<file path="src/rtl/div_pkg.sv">
// Shared types and constants for the restoring divider.
// The state enum and widths are common to the top level and the iteration slice.
package div_pkg;

    localparam int DIVIDEND_W = 16;
    localparam int DIVISOR_W  = 8;
    localparam int ITER_N     = 16;
    localparam int DIV_LAT    = 18;
    localparam int CNT_W      = $clog2(ITER_N);

    typedef enum logic [2:0] {
        IDLE,
        PREP,
        ITER,
        FIX,
        DONE
    } state_t;

endpackage

</file>
<file path="src/rtl/div_step.sv">
// One restoring-division step: shift in the next dividend bit, trial-subtract the divisor,
// and keep the difference only when it does not go negative.
module div_step
    import div_pkg::*;
(
    input  logic [DIVISOR_W-1:0] rem_in,
    input  logic                 next_bit,
    input  logic [DIVISOR_W-1:0] divisor,
    output logic [DIVISOR_W-1:0] rem_out,
    output logic                 q_bit
);

    logic [DIVISOR_W:0] partial;

    // The partial remainder needs one extra bit; after a successful subtract it fits back in 8.
    always_comb begin
        partial = {rem_in, next_bit};
        q_bit   = (partial >= {1'b0, divisor});
        rem_out = q_bit ? DIVISOR_W'(partial - {1'b0, divisor}) : partial[DIVISOR_W-1:0];
    end

endmodule

</file>
<file path="src/rtl/restoring_divider.sv">
// Signed 16-by-8 restoring divider with valid/ready handshakes and a fixed 18-cycle latency.
// Magnitudes are divided MSB first over 16 cycles, then signs are applied in a single fix-up cycle.
module restoring_divider
    import div_pkg::*;
(
    input  logic                  clk,
    input  logic                  rst_n,
    input  logic                  in_valid,
    output logic                  in_ready,
    input  logic [DIVIDEND_W-1:0] Z,
    input  logic [DIVISOR_W-1:0]  Y,
    output logic                  out_valid,
    input  logic                  out_ready,
    output logic [DIVIDEND_W-1:0] Q,
    output logic [DIVISOR_W-1:0]  R,
    output logic                  DZ,
    output logic                  OVF
);

    state_t                state;
    state_t                next_state;

    logic [DIVIDEND_W-1:0] z_reg;
    logic [DIVISOR_W-1:0]  y_reg;
    logic [DIVIDEND_W-1:0] shift;
    logic [DIVISOR_W-1:0]  y_mag;
    logic [DIVISOR_W-1:0]  rem;
    logic [CNT_W-1:0]      count;
    logic                  q_sign;
    logic                  r_sign;
    logic                  dz_flag;

    logic [DIVIDEND_W-1:0] z_abs;
    logic [DIVISOR_W-1:0]  y_abs;
    logic [DIVISOR_W-1:0]  rem_next;
    logic                  q_bit;
    logic                  ovf_now;
    logic [DIVIDEND_W-1:0] q_signed;
    logic [DIVISOR_W-1:0]  r_signed;

    div_step u_step (
        .rem_in  (rem),
        .next_bit(shift[DIVIDEND_W-1]),
        .divisor (y_mag),
        .rem_out (rem_next),
        .q_bit   (q_bit)
    );

    always_ff @(posedge clk) begin
        if (!rst_n) begin
            state <= IDLE;
        end else begin
            state <= next_state;
        end
    end

    always_comb begin
        next_state = state;
        case (state)
            IDLE:    if (in_valid) next_state = PREP;
            PREP:    next_state = ITER;
            ITER:    if (count == '0) next_state = FIX;
            FIX:     next_state = DONE;
            DONE:    if (out_ready) next_state = IDLE;
            default: next_state = IDLE;
        endcase
    end

    assign in_ready  = (state == IDLE);
    assign out_valid = (state == DONE);

    // An unsigned 16-bit magnitude already holds |-32768| = 32768, so no 17th bit is stored.
    always_comb begin
        z_abs    = z_reg[DIVIDEND_W-1] ? -z_reg : z_reg;
        y_abs    = y_reg[DIVISOR_W-1] ? -y_reg : y_reg;
        ovf_now  = ~dz_flag & ~q_sign & shift[DIVIDEND_W-1];
        q_signed = q_sign ? -shift : shift;
        r_signed = r_sign ? -rem : rem;
    end

    // The shift register starts as |Z| and fills with quotient bits from the right.
    always_ff @(posedge clk) begin
        if (!rst_n) begin
            z_reg   <= '0;
            y_reg   <= '0;
            shift   <= '0;
            y_mag   <= '0;
            rem     <= '0;
            count   <= '0;
            q_sign  <= 1'b0;
            r_sign  <= 1'b0;
            dz_flag <= 1'b0;
            Q       <= '0;
            R       <= '0;
            DZ      <= 1'b0;
            OVF     <= 1'b0;
        end else begin
            case (state)
                IDLE: begin
                    if (in_valid) begin
                        z_reg <= Z;
                        y_reg <= Y;
                    end
                end
                PREP: begin
                    shift   <= z_abs;
                    y_mag   <= y_abs;
                    rem     <= '0;
                    q_sign  <= z_reg[DIVIDEND_W-1] ^ y_reg[DIVISOR_W-1];
                    r_sign  <= z_reg[DIVIDEND_W-1];
                    dz_flag <= (y_reg == '0);
                    count   <= CNT_W'(ITER_N - 1);
                end
                ITER: begin
                    shift <= {shift[DIVIDEND_W-2:0], q_bit};
                    rem   <= rem_next;
                    if (count != '0) begin
                        count <= count - 1'b1;
                    end
                end
                FIX: begin
                    DZ  <= dz_flag;
                    OVF <= ovf_now;
                    if (dz_flag) begin
                        Q <= '0;
                        R <= '0;
                    end else if (ovf_now) begin
                        Q <= 16'h8000;
                        R <= '0;
                    end else begin
                        Q <= q_signed;
                        R <= r_signed;
                    end
                end
                default: begin
                end
            endcase
        end
    end

endmodule

</file>
<file path="config.mk">
export PLATFORM = sky130hd
export DESIGN_NAME = restoring_divider
export DESIGN_NICKNAME = d
export VERILOG_FILES = /design/src/rtl/div_pkg.sv /design/src/rtl/div_step.sv /design/src/rtl/restoring_divider.sv
export SDC_FILE = /design/constraint.sdc
export NUM_CORES = 1
export LEC_CHECK = 0
export BUFFER_PORTS_ARGS = -buffer_cell sky130_fd_sc_hd__buf_2
export CAP_MARGIN = 20
export CELL_PAD_IN_SITES_DETAIL_PLACEMENT = 1
export CELL_PAD_IN_SITES_GLOBAL_PLACEMENT = 1
export CORE_MARGIN = 2
export CORE_UTILIZATION = 44
export DETAILED_ROUTE_END_ITERATION = 16
export PLACE_DENSITY_LB_ADDON = 0.1
export SLEW_MARGIN = 5
export SYNTH_ARGS = -nofsm -noshare
export SYNTH_HDL_FRONTEND = slang
export SYNTH_HIERARCHICAL = 1
export SYNTH_SLANG_ARGS = --single-unit
</file>
<file path="constraint.sdc">
create_clock -name clk -period 2.6 [get_ports clk]
set_clock_uncertainty 0.15 [all_clocks]
set_input_delay 0.78 -clock clk [delete_from_list [all_inputs] [get_ports clk]]
set_output_delay 0.78 -clock clk [all_outputs]
set_load 0.01 [all_outputs]
</file>
### After elaboration in Yosys (flattened, before gate mapping)

Cells that the tools add are included.

| word-level totals | value |
|---|---|
| register bits | 92 |
| bits in latches | 0 |
| RAM bits | 0 |
| ROM bits | 0 |
| input bits | 28 |
| output and inout port bits | 28 |
| logic and storage cells | 59 |
| memories kept | 0 |

| operators by class | value |
|---|---|
| add/sub/neg operators | 6 |
| multipliers | 0 |
| divide/modulo/power cells | 0 |
| magnitude comparators | 1 |
| equality and inequality tests | 8 |
| shifts and indexed selects | 0 |
| mux-type cells | 17 |
| bitwise operators | 5 |
| reduce and logical (&&, ||, !) cells | 8 |

Operators by type and width:

| kind | number |
|---|---|
| 2-to-1 mux 16 bit | 4 |
| 2-to-1 mux 8 bit | 5 |
| negator 16 bit | 2 |
| one-hot mux 16 bit (2 select lines) | 1 |
| negator 8 bit | 2 |
| one-hot mux 8 bit (2 select lines) | 1 |
| one-hot mux 3 bit (5 select lines) | 1 |
| >= comparator 9 x 8 -> 1 bit | 1 |
| 2-to-1 mux 3 bit | 3 |
| logical NOT 8 bit | 1 |
| one-hot mux 4 bit (2 select lines) | 1 |
| subtractor 8 bit | 1 |
| == test 3 x 2 -> 1 bit (second input constant) | 2 |
| != test 2 bit (second input constant) | 3 |
| logical NOT 4 bit | 1 |
| 2-to-1 mux 4 bit | 1 |
| AND reduction 2 bit | 2 |
| nonzero test 4 bit | 1 |
| subtractor 4 x 1 -> 4 bit (second input constant) | 1 |
| == test 3 x 1 -> 1 bit (second input constant) | 1 |
| == test 3 bit (second input constant) | 1 |
| logical NOT 3 bit | 1 |
| AND reduction 3 bit | 1 |
| AND 1 bit | 2 |
| 4 further kinds | 5 |

### Longest topological paths before layout

Gate-level depths: netlist (run 1).

| depth | value |
|---|---|
| depth after elaboration | 5 |
| mapped depth | 10 |
| mapped depth without buffers | 10 |

### By module

The synthesis (run 1) kept the hierarchy.

Modules (own cells, without submodules):

| module | times used | cells each | area an instance (µm²) | sequential area each (µm²) |
|---|---|---|---|---|
| restoring_divider | 1 | 534 | 4399.2 | 1841.8 |
| div_step | 1 | 69 | 520.5 | 0.0 |

### Worst setup path before layout (run 1)

No wires, ideal clock.

| timing path | value |
|---|---|
| path type | register -> register |
| from | reg shift[15] |
| to | reg rem[6] |
| setup time | 0.128 ns |
| arrival time | 2.113 ns |
| required time | 2.322 ns |
| path slack | 0.210 ns |
| stages on the path, launching flop included | 11 |
| buffers on the path | 0 |
| clock period less this slack | 2.390 ns |
| cell sequence | dfxtp_1 -> inv_1 -> ha_1 -> fa_1 -> nor2b_1 -> o31a_1 -> nor4_1 -> a311o_1 -> mux2_2 -> a22oi_1 -> nor2_1 |

| on the way | value |
|---|---|
| longest elaborated chain between the ends | 3 |
| elaborated cells on any way between the ends | 4 |
| classes of those cells | 1 x add/sub; 1 x order compare; 2 x mux |

Ends and longest elaborated chain:

| what | RTL line | text |
|---|---|---|
| from (decl) | restoring_divider.sv:25 | `logic [DIVIDEND_W-1:0] shift;` |
| from (signal assigned) | restoring_divider.sv:106 | `shift <= z_abs;` |
| from (signal assigned) | restoring_divider.sv:115 | `shift <= {shift[DIVIDEND_W-2:0], q_bit};` |
| subtractor 8 bit / >= comparator 9 x 8 -> 1 bit (equally long branches) | div_step.sv:19, div_step.sv:18 |  |
| 2-to-1 mux 8 bit (*) | div_step.sv:19 | `rem_out = q_bit ? DIVISOR_W'(partial - {1'b0, divisor}) : partial[DIVISOR_W-1:0];` |
| named net rem_next[6] | restoring_divider.sv:35 | `logic [DIVISOR_W-1:0] rem_next;` |
| one-hot mux 8 bit (2 select lines) (*) | restoring_divider.sv:98 | `case (state)` |
| to (signal assigned) | restoring_divider.sv:116 | `rem <= rem_next;` |
| to (decl) | restoring_divider.sv:27 | `logic [DIVISOR_W-1:0] rem;` |

The timed path passes the listed nets; every way through them passes the cells marked *.
A chain may end at the register's enable or synchronous reset.

### Final worst setup path (run 1)

| timing path | value |
|---|---|
| from | reg state[2] |
| to | out in_ready |

| on the way | value |
|---|---|
| longest elaborated chain between the ends | 1 |

Ends and longest elaborated chain:

| what | RTL line | text |
|---|---|---|
| from (decl) | restoring_divider.sv:20 | `state_t state;` |
| from (signal assigned) | restoring_divider.sv:53 | `state <= next_state;` |
| logical NOT 3 bit | restoring_divider.sv:69 | `assign in_ready = (state == IDLE);` |
| to (decl) | restoring_divider.sv:9 | `output logic in_ready,` |

Every way passes these cells.

==> impl_metrics.env, run 1 <==
export IMPL_status="complete, no violations"
export IMPL_ys_warn_count=6
export IMPL_initial_core_util=0.452
export IMPL_drv_slew=0
export IMPL_num_rows=38
export IMPL_grt_pass1_vias=4437
export IMPL_synth_distinct_cells=66
export IMPL_final_hold_violation_count=0
export IMPL_cp_max_fo=14
export IMPL_area_growth_pct=14.2
export IMPL_clockBufferDepth=2
export IMPL_hpwl_um=9810
export IMPL_p_sw_frac=0.346
export IMPL_slowest_delay_ns=0.49
export IMPL_tightest_slew_ns=0.808
export IMPL_critical_path_top_delay_family="simple AND/OR/NAND/NOR gates"
export IMPL_drtIter0Drc=218
export IMPL_fin_nets=694
export IMPL_maxSlewHeadroom=0.456
export IMPL_netlist_area_mm2=0.00492
export IMPL_die_height_um=110
export IMPL_p_per_area_mw_per_mm2=710
export IMPL_stdcell_area_mm2=0.00562
export IMPL_reg2reg_depth=10
export IMPL_groute_usage_overall=0.232
export IMPL_cts_sink_count=92
export IMPL_dieArea_mm2=0.0120
export IMPL_cts_root_buf="clkbuf_8"
export IMPL_timing_rr_start="shift[15]"
export IMPL_grt_ovfl_total=0
export IMPL_max_vdd_ir_drop_uv=317
export IMPL_syn_nets=645
export IMPL_n_fill_cell=1363
export IMPL_cpMaxStageDelayCell="nor3_1"
export IMPL_vias_per_cell=5.62
export IMPL_power_leakage_nw=2.23
export IMPL_path_class="reg -> out"
export IMPL_drt_pass1_iterations=4
export IMPL_p_seq_frac=0.415
export IMPL_critPathArrivalTime_ns=1.55
export IMPL_pwr_share_comb=0.315
export IMPL_core_mm2=0.0109
export IMPL_cts_tree="yes"
export IMPL_post_route_min_period_ns=2.48
export IMPL_postLayoutCoreUtil=0.516
export IMPL_place_congestion=0.843
export IMPL_max_freq_mhz=403
export IMPL_synthCells=603
export IMPL_timing_rr_end="rem[6]"
export IMPL_hold_depth=2
export IMPL_cts_clk_slew_worst_paths_ns=0.09
export IMPL_yosysSeqAreaShare=0.374
export IMPL_ys_seq_elements=92
export IMPL_drive_above_1_share=0.181
export IMPL_synthFlopType="dfxtp_1"
export IMPL_post_dp_cell_area_mm2=0.00538
export IMPL_detail_route_wl_per_cell_um=16.8
export IMPL_final_common_cell="dfxtp_1"
export IMPL_grt_pass1_wl_um=22100
export IMPL_drt_wl_total_um=13400
export IMPL_antenna_found_initial=0
export IMPL_synth_edff_count=0
export IMPL_power_frac_clock=0.271
export IMPL_power_internal_mw=2.61
export IMPL_worstHoldStart="Q[8]"
export IMPL_crit_required_ns=1.67
export IMPL_worst_slack_ns=0.119
export IMPL_start_kind="flop"
export IMPL_syn_avg_cell_area_um2=8.16
export IMPL_power_mw=3.99
export IMPL_holdPathEnd="Q[8]"
export IMPL_min_period_over_period=0.954
export IMPL_grt_max_degree=26
export IMPL_vias=4481
export IMPL_critical_path_buf_inv_count=1
export IMPL_p_switching_mw=1.38
export IMPL_clock_latency_ns=0.38
export IMPL_pre_cts_slack_ns=0.0102
export IMPL_path_cells="nor3_1, buf_2"
export IMPL_async_flop_share=0
export IMPL_pin_count=56
export IMPL_h_tree_depth=3
export IMPL_final_cell_mix="dfxtp_1, nand2_1, buf_2"
export IMPL_finalSetupViolCount=0
export IMPL_cp_end_kind="output port"
export IMPL_ant_nets=0
export IMPL_die_x_um=110
export IMPL_min_path_type="reg -> reg"
export IMPL_diodes=0
export IMPL_rrSetupSlack_ns=0.14
export IMPL_cts_buffers=9
export IMPL_io_buffer_count=55
export IMPL_setup_tns_ns=0
export IMPL_drc=0
export IMPL_drv_cap=0
-- timing repair --
item	4_1_cts	5_1_grt
resized for setup	1	2
setup buffers	0	2
setup endpoints to repair	1	4
pin swaps	0	1
hold buffers	0	0
-- cell type report --
type                    count  area [um2]  share of cell area
clock buffers              13         179              0.0318
repair buffers             79         455              0.0811
flip-flops and latches     92        1840               0.328
inverters                  33         124              0.0220
multi-input cells         437        2800               0.498
well taps                 140         175              0.0312
clock inverters             3        42.5             0.00757
-- synthesized netlist by cell type, types with 11 or more instances --
cell type  number  area [um2]
dfxtp_1        92        1840
nand2_1        80         300
a21oi_1        46         230
nor2_1         40         150
inv_1          33         124
clkbuf_1       27         101
o21ai_0        27         135
a22oi_1        25         188
xnor2_1        17         149
xor2_1         17         149
nor3_1         15        75.1
ha_1           13         163
o31ai_1        11        82.6
-- per-stage QoR --
stage	hold WS [ns]	instances
after CTS	0.315	795
after floorplan	0.290	603
after global placement	0.281	779
after detailed placement	0.293	779
after global routing	0.341	797
final	0.309	797
-- metal layers --
layer / track usage / up-vias / routed length [um]
li1: - / 2266 / -
met1: 0.314 / 2132 / 6720
met2: 0.388 / 69 / 6140
met3: 0.0273 / 14 / 337
met4: 0.0714 / 0 / 189
met5: 0 / - / 0
-- tightest hold or removal path: stages (launching register included) --
cell and delay, ns:
dfxtp_1 0.33, nand2_1 0.04, o21ai_0 0.05
-- how the worst max path moves through the flow --
stage	depth (start not counted)	slack [ns]	startpoint	end
2_1_floorplan	10	0.21	shift[15]	rem[6]
3_3_place_gp	10	0.08	shift[15]	rem[6]
3_5_place_dp	10	0.01	shift[15]	rem[6]
4_1_cts	10	0.008	shift[15]	rem[6]
5_1_grt	10	-0.0005	shift[15]	rem[6]
6_report	2	0.12	state[2]	in_ready
-- cells by family (layout without fill, tap and decap cells) --
logic type | count (synthesis) | after routing | share of synthesized area
adders and majority gates | 14 | 14 | 0.0371
AOI/OAI and AO/OA | 171 | 171 | 0.234
muxes | 10 | 10 | 0.0216
and+or+nand+nor | 208 | 208 | 0.214
xor gates and xnor gates | 34 | 34 | 0.0605
DFF | 92 | 92 | 0.374
buffers and inverters | 74 | 128 | 0.0587
-- power groups by stage --
stage / combinational, mW / clock, mW / sequential, mW
after floorplan: 0.942 / 0 / 1.63
after global placement: 1.18 / 0 / 1.68
after detailed placement: 1.23 / 0 / 1.68
after CTS: 1.24 / 1.10 / 1.65
after global routing: 1.39 / 1.15 / 1.67
final: 1.25 / 1.08 / 1.65
(Power assumes the default switching activity.)
==> inputs of run 2 (changes only) <==
--- a/config.mk
+++ b/config.mk
@@ -15,2 +15,3 @@
 export PLACE_DENSITY_LB_ADDON = 0.1
+export RECOVER_POWER = 50
 export SLEW_MARGIN = 5
--- a/constraint.sdc
+++ b/constraint.sdc
@@ -4,2 +4,2 @@
 set_output_delay 0.78 -clock clk [all_outputs]
-set_load 0.01 [all_outputs]
+set_load 0.1 [all_outputs]
==> impl_metrics.env, run 2 (synthesized netlist as in run 1, its figures left out) <==
export IMPL_grt_ovfl_total=0
export IMPL_max_freq_mhz=399
export IMPL_setup_tns_ns=0
export IMPL_cts_sink_count=92
export IMPL_cpMaxStageDelayCell="buf_2"
export IMPL_clockBufferDepth=2
export IMPL_worstHoldStart="Q[8]"
export IMPL_place_congestion=0.879
export IMPL_area_growth_pct=12.9
export IMPL_clock_latency_ns=0.37
export IMPL_cts_setup_buffers=0
export IMPL_cp_max_fo=8
export IMPL_min_path_type="reg -> reg"
export IMPL_io_buffer_count=55
export IMPL_groute_usage_overall=0.231
export IMPL_ant_nets=0
export IMPL_finalSetupViolCount=0
export IMPL_crit_required_ns=1.67
export IMPL_grt_pass1_vias=4414
export IMPL_cp_end_kind="output port"
export IMPL_critPathArrivalTime_ns=1.58
export IMPL_hold_depth=2
export IMPL_n_fill_cell=1355
export IMPL_drtIter0Drc=197
export IMPL_core_mm2=0.0109
export IMPL_area_sequential_mm2=0.00185
export IMPL_reg2reg_depth=9
export IMPL_post_route_min_period_ns=2.51
export IMPL_cts_clk_slew_worst_paths_ns=0.09
export IMPL_stdcell_area_mm2=0.00555
export IMPL_min_period_over_period=0.964
export IMPL_final_hold_violation_count=0
export IMPL_hpwl_um=9840
export IMPL_critical_path_buf_inv_count=2
export IMPL_antenna_found_initial=0
export IMPL_dieArea_mm2=0.0120
export IMPL_cts_tree="yes"
export IMPL_final_common_cell="dfxtp_1"
export IMPL_use_met2=0.373
export IMPL_use_met3=0.0308
export IMPL_tightest_slew_ns=1.04
export IMPL_slowest_delay_ns=0.46
export IMPL_drv_slew=0
export IMPL_top_usage_layer="met2"
export IMPL_postLayoutCoreUtil=0.510
export IMPL_timing_rr_end="rem[3]"
export IMPL_post_dp_cell_area_mm2=0.00539
export IMPL_multi_input_area_mm2=0.00279
export IMPL_start_kind="flop"
export IMPL_timing_rr_start="shift[15]"
export IMPL_num_rows=38
export IMPL_die_x_um=110
export IMPL_p_per_area_mw_per_mm2=693
export IMPL_detail_route_wl_per_cell_um=16.7
export IMPL_diodes=0
export IMPL_drt_pass1_iterations=4
export IMPL_fin_nets=693
export IMPL_drt_wl_total_um=13300
export IMPL_rrSetupSlack_ns=0.15
export IMPL_initial_core_util=0.452
export IMPL_grt_use_met1=0.319
export IMPL_vias_per_cell=5.69
export IMPL_drive_above_1_share=0.172
export IMPL_pin_count=56
export IMPL_max_vdd_ir_drop_uv=294
export IMPL_drv_cap=0
export IMPL_drc=0
export IMPL_path_class="reg -> out"
export IMPL_h_tree_depth=3
export IMPL_vias=4531
export IMPL_final_cell_mix="dfxtp_1, nand2_1, buf_2"
export IMPL_grt_max_degree=25
export IMPL_critical_path_top_delay_family="buffers and inverters"
export IMPL_cts_buffers=9
export IMPL_ctsHoldBuffers=0
export IMPL_status="complete, no violations"
export IMPL_grt_pass1_wl_um=22000
export IMPL_die_height_um=110
export IMPL_holdPathEnd="Q[8]"
export IMPL_cts_root_buf="clkbuf_8"
export IMPL_maxSlewHeadroom=0.301
export IMPL_power_leakage_nw=2.20
export IMPL_path_cells="buf_4, nor3_4, buf_2"
==> run 2: layer usage <==
| layer | up-vias | routed length [um] |
|---|---|---|
| met1 | 2190 | 6430 |
| met4 | 0 | 161 |
| met2 | 74 | 6240 |
| met5 | - | 0 |
| met3 | 12 | 470 |
| li1 | 2255 | - |
==> run 2: worst max path at each step <==
stage	startpoint	end	slack [ns]	cells after the start
CTS	shift[15]	rem[6]	0.003	10
global route	shift[15]	rem[4]	-0.007	9
finish	state[0]	in_ready	0.09	3
global placement	shift[15]	rem[6]	0.09	10
floorplan	state[2]	out_valid	0.19	2
detailed placement	shift[15]	rem[6]	0.02	10
==> run 2: timing repair <==
item,CTS,global route
endpoints found under the setup margin,1,7
pin swaps,0,1
gates resized for setup,2,4
==> run 2: power by group <==
group / total (mW) / internal, mW / switching, mW
Combinational: 1.28 / 0.531 / 0.746
Sequential: 1.66 / 1.51 / 0.143
Clock: 0.912 / 0.398 / 0.515
Total: 3.85 / 2.44 / 1.40
==> run 2: worst min-delay path, delay by kind of cell, from the launching register on <==
family / cells / cell delay (ns)
AOI/OAI and AO/OA: 1 / 0.05
and+or+nand+nor: 1 / 0.04
DFF: 1 / 0.33
==> run 2: metrics by stage <==
step	instances	hold WS, ns	setup slack, ns	total power, mW
4_1_cts	796	0.311	0.00288	3.88
5_1_grt	796	0.342	-0.00656	4.10
3_3_place_gp	780	0.284	0.0948	2.91
2_1_floorplan	603	0.290	0.188	2.63
6_report	796	0.308	0.0938	3.85
3_5_place_dp	780	0.289	0.0232	2.97
==> run 2: layout make-up <==
class,count,share of cell area
clock buffers,12,0.0279
inverters,33,0.0223
flip-flops and latches,92,0.332
repair buffers,78,0.0784
well taps,140,0.0315
multi-input cells,437,0.503
clock inverters,4,0.00428
